### src/rtl/rf_bank_if.sv
// Request/response bundle between the dispatch/collector side and one register-file bank.
// Latency: none (wires only).
// Backpressure: bk_bz tells the requester to stop presenting hits; there is no per-request ready.
// Modports: master = requester/collector side, slave = bank responder.
interface rf_bank_if #(
    parameter int DW = 32,
    parameter int RW = 3
);
    logic          req_a_en;
    logic [RW-1:0] rowid_a;
    logic [1:0]    bankid_a;
    logic          req_b_en;
    logic [RW-1:0] rowid_b;
    logic [1:0]    bankid_b;
    logic [1:0]    req_ocid;
    logic          wr_en;
    logic [RW-1:0] wr_row;
    logic [DW-1:0] wr_data;
    logic [DW-1:0] bk_data;
    logic          bk_vld;
    logic [1:0]    bk_ocid;
    logic          bk_opsel;
    logic          bk_bz;
    logic          err_ovf;

    modport slave (
        input  req_a_en, rowid_a, bankid_a, req_b_en, rowid_b, bankid_b, req_ocid,
        input  wr_en, wr_row, wr_data,
        output bk_data, bk_vld, bk_ocid, bk_opsel, bk_bz, err_ovf
    );

    modport master (
        output req_a_en, rowid_a, bankid_a, req_b_en, rowid_b, bankid_b, req_ocid,
        output wr_en, wr_row, wr_data,
        input  bk_data, bk_vld, bk_ocid, bk_opsel, bk_bz, err_ovf
    );
endinterface

### src/rtl/rf_bank_responder.sv
// Register-file bank responder: queues operand reads hitting this bank and returns bank data.
// Latency: push in cycle N, pop no earlier than N+1, bk_vld in N+2; each CDB write stalls the pop by 1 cycle.
// Backpressure: bk_bz high when fewer than 2 free entries; excess pushes are dropped and set err_ovf.
// Ports: clk, rst (sync, active high), bus (rf_bank_if.slave: A/B requests, CDB write, bk_* response,
//        bk_bz busy, err_ovf sticky overflow).
// Option: define RF_BYPASS_EN to let reads proceed during a CDB write, forwarding wr_data on a row match.
module rf_bank_responder #(
    parameter int BANKID = 0,
    parameter int DEPTH  = 4,
    parameter int ROWS   = 8,
    parameter int DW     = 32
) (
    input  logic        clk,
    input  logic        rst,
    rf_bank_if.slave    bus
);
    localparam int RW = $clog2(ROWS);
    localparam int PW = $clog2(DEPTH);
    localparam int CW = PW + 1;
    localparam logic [1:0]    BANK_SEL = 2'(BANKID);
    localparam logic [CW-1:0] DEPTH_C  = CW'(DEPTH);

    typedef struct packed {
        logic [RW-1:0] row;
        logic [1:0]    ocid;
        logic          opsel;
    } req_ent_t;

    req_ent_t      fifo [DEPTH];
    logic [DW-1:0] mem  [ROWS];
    logic [PW-1:0] rd_ptr;
    logic [PW-1:0] wr_ptr;
    logic [CW-1:0] count;

    logic          hit_a;
    logic          hit_b;
    logic          pop;
    logic          acc_a;
    logic          acc_b;
    logic          ovf;
    logic [CW-1:0] room;
    logic [CW-1:0] count_nxt;
    req_ent_t      head;
    req_ent_t      ent_a;
    req_ent_t      ent_b;
    logic [DW-1:0] rd_val;

    always_comb begin
        hit_a = bus.req_a_en && (bus.bankid_a == BANK_SEL);
        hit_b = bus.req_b_en && (bus.bankid_b == BANK_SEL);
        ent_a = '{row: bus.rowid_a, ocid: bus.req_ocid, opsel: 1'b0};
        ent_b = '{row: bus.rowid_b, ocid: bus.req_ocid, opsel: 1'b1};
        head  = fifo[rd_ptr];

        // pop is decided on the registered count, so an entry pushed this
        // cycle can never be popped in the same cycle.
`ifdef RF_BYPASS_EN
        pop    = (count != '0);
        rd_val = (bus.wr_en && (bus.wr_row == head.row)) ? bus.wr_data : mem[head.row];
`else
        pop    = (count != '0) && !bus.wr_en;
        rd_val = mem[head.row];
`endif

        // A slot vacated by this cycle's pop is reusable by this cycle's pushes.
        room  = DEPTH_C - count + CW'(pop);
        acc_a = hit_a && (room != '0);
        acc_b = hit_b && (room > CW'(acc_a));
        ovf   = (hit_a && !acc_a) || (hit_b && !acc_b);

        count_nxt = count + CW'(acc_a) + CW'(acc_b) - CW'(pop);
    end

    always_ff @(posedge clk) begin
        if (rst) begin
            rd_ptr       <= '0;
            wr_ptr       <= '0;
            count        <= '0;
            bus.bk_data  <= '0;
            bus.bk_vld   <= 1'b0;
            bus.bk_ocid  <= '0;
            bus.bk_opsel <= 1'b0;
            bus.bk_bz    <= 1'b0;
            bus.err_ovf  <= 1'b0;
            for (int i = 0; i < ROWS; i++) begin
                mem[i] <= '0;
            end
        end else begin
            // A is always placed ahead of B when both are accepted.
            if (acc_a) begin
                fifo[wr_ptr] <= ent_a;
            end
            if (acc_b) begin
                fifo[wr_ptr + PW'(acc_a)] <= ent_b;
            end
            wr_ptr <= wr_ptr + PW'(acc_a) + PW'(acc_b);
            rd_ptr <= rd_ptr + PW'(pop);
            count  <= count_nxt;

            bus.bk_bz   <= (count_nxt > (DEPTH_C - CW'(2)));
            bus.err_ovf <= bus.err_ovf | ovf;

            if (bus.wr_en) begin
                mem[bus.wr_row] <= bus.wr_data;
            end

            // Response fields hold their last value when no pop happens.
            bus.bk_vld <= pop;
            if (pop) begin
                bus.bk_data  <= rd_val;
                bus.bk_ocid  <= head.ocid;
                bus.bk_opsel <= head.opsel;
            end
        end
    end
endmodule

### src/flat_wrapper.sv
// flat-port wrapper written by rule: the top's interface ports become plain ports
module rf_bank_responder_flat 
#(
    parameter int BANKID = 0,
    parameter int DEPTH  = 4,
    parameter int ROWS   = 8,
    parameter int DW     = 32
)
  (clk, rst, bus_req_a_en, bus_rowid_a, bus_bankid_a, bus_req_b_en, bus_rowid_b, bus_bankid_b, bus_req_ocid, bus_wr_en, bus_wr_row, bus_wr_data, bus_bk_data, bus_bk_vld, bus_bk_ocid, bus_bk_opsel, bus_bk_bz, bus_err_ovf);
  rf_bank_if #(.DW(DW)) bus_i ();
  input  logic clk;
  input  logic rst;
  input wire logic [$bits(bus_i.req_a_en)-1:0] bus_req_a_en;
  input wire logic [$bits(bus_i.rowid_a)-1:0] bus_rowid_a;
  input wire logic [$bits(bus_i.bankid_a)-1:0] bus_bankid_a;
  input wire logic [$bits(bus_i.req_b_en)-1:0] bus_req_b_en;
  input wire logic [$bits(bus_i.rowid_b)-1:0] bus_rowid_b;
  input wire logic [$bits(bus_i.bankid_b)-1:0] bus_bankid_b;
  input wire logic [$bits(bus_i.req_ocid)-1:0] bus_req_ocid;
  input wire logic [$bits(bus_i.wr_en)-1:0] bus_wr_en;
  input wire logic [$bits(bus_i.wr_row)-1:0] bus_wr_row;
  input wire logic [$bits(bus_i.wr_data)-1:0] bus_wr_data;
  output wire logic [$bits(bus_i.bk_data)-1:0] bus_bk_data;
  output wire logic [$bits(bus_i.bk_vld)-1:0] bus_bk_vld;
  output wire logic [$bits(bus_i.bk_ocid)-1:0] bus_bk_ocid;
  output wire logic [$bits(bus_i.bk_opsel)-1:0] bus_bk_opsel;
  output wire logic [$bits(bus_i.bk_bz)-1:0] bus_bk_bz;
  output wire logic [$bits(bus_i.err_ovf)-1:0] bus_err_ovf;
  assign bus_i.req_a_en = bus_req_a_en;
  assign bus_i.rowid_a = bus_rowid_a;
  assign bus_i.bankid_a = bus_bankid_a;
  assign bus_i.req_b_en = bus_req_b_en;
  assign bus_i.rowid_b = bus_rowid_b;
  assign bus_i.bankid_b = bus_bankid_b;
  assign bus_i.req_ocid = bus_req_ocid;
  assign bus_i.wr_en = bus_wr_en;
  assign bus_i.wr_row = bus_wr_row;
  assign bus_i.wr_data = bus_wr_data;
  assign bus_bk_data = bus_i.bk_data;
  assign bus_bk_vld = bus_i.bk_vld;
  assign bus_bk_ocid = bus_i.bk_ocid;
  assign bus_bk_opsel = bus_i.bk_opsel;
  assign bus_bk_bz = bus_i.bk_bz;
  assign bus_err_ovf = bus_i.err_ovf;
  rf_bank_responder #(.BANKID(BANKID), .DEPTH(DEPTH), .ROWS(ROWS), .DW(DW)) u_core (.clk(clk), .rst(rst), .bus(bus_i));
endmodule
### config.mk
export PLATFORM = sky130hd
export DESIGN_NAME = rf_bank_responder_flat
export DESIGN_NICKNAME = d
export VERILOG_FILES = /design/src/rtl/rf_bank_if.sv /design/src/rtl/rf_bank_responder.sv /design/src/flat_wrapper.sv
export SDC_FILE = /design/constraint.sdc
export NUM_CORES = 1
export LEC_CHECK = 0
export BUFFER_PORTS_ARGS = -buffer_cell sky130_fd_sc_hd__buf_4
export CAP_MARGIN = 20
export CORE_MARGIN = 1.5
export CORE_UTILIZATION = 55
export CTS_BUF_LIST = sky130_fd_sc_hd__clkbuf_16
export DETAILED_ROUTE_END_ITERATION = 7
export PLACE_DENSITY = 0.73
export SLEW_MARGIN = 40
export SYNTH_ARGS = -nofsm -noshare
export SYNTH_HDL_FRONTEND = slang
export SYNTH_SLANG_ARGS = --single-unit
### constraint.sdc
create_clock -name clk -period 4.1 [get_ports clk]
set_clock_uncertainty 0.1 [all_clocks]
set_input_delay 0.41 -clock clk [delete_from_list [all_inputs] [get_ports clk]]
set_output_delay 0.41 -clock clk [all_outputs]
set_load 0.005 [all_outputs]
* Word-level counts from Yosys, hierarchy flattened
Memory sizes are Yosys's and may differ from the RTL's. A register that Yosys moved wholly into a read port is not among the register bits.
Index checks and enable logic that the tools add are counted.
** Operators by class
- Magnitude comparators :: 2
- Reductions and logical operators :: 16
- Muxes and demuxes :: 15
- Bitwise operators :: 1
- Add/sub/neg operators :: 8
** Operator list (number)
- $mux W32 :: 1
- $reduce_or A32 Y1 :: 1
- $mux W1 :: 12
- $add A3 B1 Y3 :: 3
- $logic_and A1 B1 Y1 :: 7
- $add A2 B1 Y2 :: 3
- $reduce_bool A3 Y1 :: 2
- $logic_not A2 Y1 :: 2
- $gt A3 B1 Y1 :: 1
- $gt A3 B2 Y1 const B :: 1
- $logic_not A1 Y1 :: 3
- $mux W3 :: 1
- $sub A3 B1 Y3 :: 1
- $sub A3 B3 Y3 const A :: 1
- $mux W2 :: 1
- $logic_or A1 B1 Y1 :: 1
- $or A1 B1 Y1 :: 1
** Storage, ports and cells
- Bits in registers :: 13
- Bits of input ports :: 52
- Memory bits (writable) :: 280
- Memories kept :: 2
- Logic and storage cells :: 52
- Output and inout port bits :: 38
** Memory list
- u_core.mem :: words 8, bits a word 32, rd ports 1, clocked after Yosys merged registers in 1, wr ports 8, RTL line rf_bank_responder.sv:30 : logic [DW-1:0] mem [ROWS];
- u_core.fifo :: words 4, bits a word 6, rd ports 1, clocked after Yosys merged registers in 1, wr ports 2, RTL line rf_bank_responder.sv:29 : req_ent_t fifo [DEPTH];

* Longest topological paths before layout
- Word-level depth :: 11
- Gate-level depth with buffers :: 23
- Depth with buffers taken out :: 21

* Least setup slack after synthesis
Ideal clock, no wire load.
- Path type :: flip-flop to flip-flop
- From :: register u_core.count[2]
- To :: register u_core.bus.bk_bz
- Setup time :: 0.114 ns
- Buffers on the path :: 2
- Stages on the path, launching flop included :: 24
- Data required time :: 3.886 ns
- Period minus slack after synthesis :: 4.225 ns
- Path slack :: -0.125 ns
- Arrival :: 4.011 ns
- Path through :: dfxtp_1 > nor3_1 > or2_2 > clkbuf_1 > clkbuf_1 > ha_1 > inv_1 > ha_1 > xor2_1 > nor2_1 > nand2_1 > and2_1 > ha_1 > nor2_1 > nor3_1 > nor2_1 > inv_1 > fa_1 > inv_1 > fa_1 > xnor2_1 > xnor2_1 > nor2_1 > a21o_1
** On the way
- Longest elaborated chain between the ends :: 10
- Elaborated cells on any way between the ends :: 12
- Classes of those cells :: 5 x add/sub; 2 x order compare; 5 x reduce/logical
** Ends and longest elaborated chain
- start, declared :: RTL line rf_bank_responder.sv:33 : logic [CW-1:0] count;
- start signal, assigned :: RTL line rf_bank_responder.sv:98 : count <= count_nxt;
- branches (longest 8 deep; another with $sub A3 B3 Y3)
- $sub A3 B1 Y3 * :: RTL line rf_bank_responder.sv:71 : count_nxt = count + CW'(acc_a) + CW'(acc_b) - CW'(pop);
- $gt A3 B2 Y1 * :: RTL line rf_bank_responder.sv:100 : bus.bk_bz <= (count_nxt > (DEPTH_C - CW'(2)));
- end signal, assigned :: RTL line rf_bank_responder.sv:100
- end, declared :: RTL line rf_bank_if.sv:29 : output bk_data, bk_vld, bk_ocid, bk_opsel, bk_bz, err_ovf
Mark *: on every way between the ends.
A chain may end at the register's enable or synchronous reset.

* Final worst setup path
- From :: register u_core.count[0]
- To :: register u_core.bus.bk_bz
Same word-level chain as after synthesis.

==> results_dict.tcl <==
set metrics [dict create \
    run_status "complete, no violations" \
    drv_slew 0 \
    crit_family "adder cells" \
    placed_cell_area_um2 15700 \
    yosysWarnings 0 \
    cts_sinks 325 \
    maxCapViolations 0 \
    yosys.area.top_type_share_pct 56.8 \
    grt_pass1_wl_um 51200 \
    synth_fp_nets 1107 \
    io_pins 90 \
    fin_tns_setup_ns 0 \
    layout_commonest_cell "edfxtp_1" \
    slowest_delay_ns 0.36 \
    vias 8898 \
    synth_ff_type "edfxtp_1" \
    rows 59 \
    max_freq_mhz 266 \
    grt_max_degree 63 \
    htreeDepth 2 \
    crit_chain "nor3_1 -> or2_2 -> ha_1 -> inv_1 -> ha_1 -> xor2_2 -> nor2_1 -> nand2_1 -> and2_1 -> ha_1 -> nor2_4 -> nor3_1 -> nor2_1 -> inv_1 -> fa_1 -> inv_1 -> fa_1 -> xnor2_1 -> xnor2_1 -> nor2_1 -> a21o_1" \
    numCtsBuffers 35 \
    die_area_um2 27500 \
    synthCells 1046 \
    most-common-layout-cells "edfxtp_1, and2_1, buf_4" \
    antenna_found_initial 2 \
    finish.utilization_pct 64.5 \
    core_area_um2 26100 \
    async_flop_share_pct 0 \
    yosysSeqAreaShare_pct 63.5 \
    grt_use_total_pct 24.5 \
    fill_cells 1903 \
    fin_ws_ns 0.345 \
    layout.nets 1203 \
    yosysTopAreaCell "edfxtp_1" \
    ys_ff_latch 325 \
    syn-cell-area_um2 14600 \
    tightest_slew_ns 0.789 \
    antenna_left 0 \
    crit_path_top_delay_cell "dfxtp_1" \
    die_y_um 166 \
    initial_utilization_pct 56.0 \
    maxSlewHeadroom_pct 47.4 \
    wl_per_cell_um 22.6 \
    via_per_inst 5.92 \
    path_max_fanout 4 \
    clockBufferDepth 3 \
    cts_tree "done" \
    synth_edf_count 276 \
    worstPathArrival_ns 4.05 \
    gp_congestion 0.831 \
    fin_area_um2 16800 \
    startpoint_type "flop" \
    clock_latency_ns 0.52 \
    setup_viol 0 \
    ir_drop_v 0.000425 \
    drive_gt1_share_pct 26.9 \
    drt_iter0_markers 821 \
    syn_to_final_growth_pct 15.3 \
    hold_viol_final 0 \
    cp.required_ns 4.40 \
    place_ws_ns 0.161 \
    period_share_pct 91.6 \
    synth.area.top_cells "edfxtp_1, and2_1, mux2_2" \
    portBuffers 89 \
    overflow 0 \
    fin_crit_ns 3.76 \
    dr.pass1.iters 5 \
    seqCellArea_um2 9270 \
    p_leak_nw 6.32 \
    multiInputGateArea_um2 5020 \
    drc_errors 0 \
    cp_num_buf_inv 3 \
    wl_um 33900 \
    critPathKind "reg -> reg" \
    dp_hpwl_um 18900 \
    clk_pin_slew_ns 0.06 \
    hp-class "in -> reg" \
    cts_root_buffer "clkbuf_16" \
    first_global_vias 8899 \
    end_kind "flop" \
    die_width_um 166 \
    power_density_nw_per_um2 565 \
    syn_area_per_cell_um2 14.0 \
    antenna_cells 0 \
    rsz0062_at_grt "no" \
    holdWs_ns 0.104 \
    synth.distinct_cells 42 \
]
worst paths after layout:
kind              slack (ns)         startpoint  cells after the start                end
setup / recovery        0.34    u_core.count[0]                     21   u_core.bus.bk_bz
hold / removal          0.10    bus_req_ocid[0]                      2  u_core.fifo[1][1]
setup reg to reg        0.34    u_core.count[0]                     21   u_core.bus.bk_bz
hold reg to reg         0.35  u_core.fifo[0][0]                      1  u_core.fifo[0][0]
kinds of logic (layout without fill, tap and decap cells):
logic type | after synthesis | after routing | share of synthesized area (%)
flip-flops | 325 | 325 | 63.5
adder cells (fa/ha/maj) | 9 | 9 | 0.875
XOR/XNOR | 8 | 8 | 0.480
buffers and inverters | 76 | 198 | 2.43
multiplexers | 134 | 134 | 11.4
AO/OA/AOI/OAI | 133 | 133 | 6.78
AND/OR/NAND/NOR | 361 | 361 | 14.5
registers in the layout, indices dropped and copies added (netlist names):
register / cells
u_core.mem: 256
u_core.bus.bk_data: 32
u_core.fifo: 24
u_core.count: 3
u_core.bus.bk_ocid: 2
u_core.rd_ptr: 2
u_core.wr_ptr: 2
u_core.bus.bk_bz: 1
u_core.bus.bk_opsel: 1
u_core.bus.bk_vld: 1
u_core.bus.err_ovf: 1
repair_timing:
item,CTS,global route
buffers inserted,0,1
setup endpoints to repair,0,1
hold buffers,0,0
resized for setup,0,2
report_power, final:
group          switching, mW  leakage (nW)  internal [mW]
logic                   1.37          2.69           1.14
registers              0.154          3.06           3.92
clock network           1.23         0.570           1.68
total                   2.75          6.32           6.75
cell usage after synthesis, types with 3 or more instances:
cell,instances
a211oi_1,32
a21o_1,5
a21oi_1,39
a222oi_1,32
a22o_1,12
and2_1,266
buf_2,7
buf_6,4
clkbuf_1,49
dfxtp_1,49
edfxtp_1,276
ha_1,7
inv_1,8
mux2_1,16
mux2_2,88
mux2_4,24
mux4_2,6
nand2_1,9
nor2_1,52
nor2b_1,5
nor3_1,6
nor3b_1,4
o21ai_0,4
o311ai_0,4
or2_2,10
or3b_2,3
xnor2_1,6
metrics by stage:
step	cells	total power, mW
floorplan	1046	5.80
global placement	1439	6.57
detailed placement	1439	6.63
CTS	1502	9.54
global route	1503	9.89
finish	1503	9.50
routing by layer:
metal	up-vias	share of wire [%]	global-route usage, %
met5	-	0.050	0
met4	2	2.3	7.72
met3	57	6.8	3.65
met2	317	49	41.8
met1	4473	42	32.5
li1	4049	-	-
cell type report:
class / count / area share [%]
repair buffers: 126 / 6.07
well taps: 335 / 2.49
inverters: 9 / 0.201
clock inverters: 26 / 0.774
multi-input cells: 645 / 29.8
flip-flops and latches: 325 / 55.1
clock buffers: 37 / 5.51
Note: power is estimated with default switching activity, not from simulation.
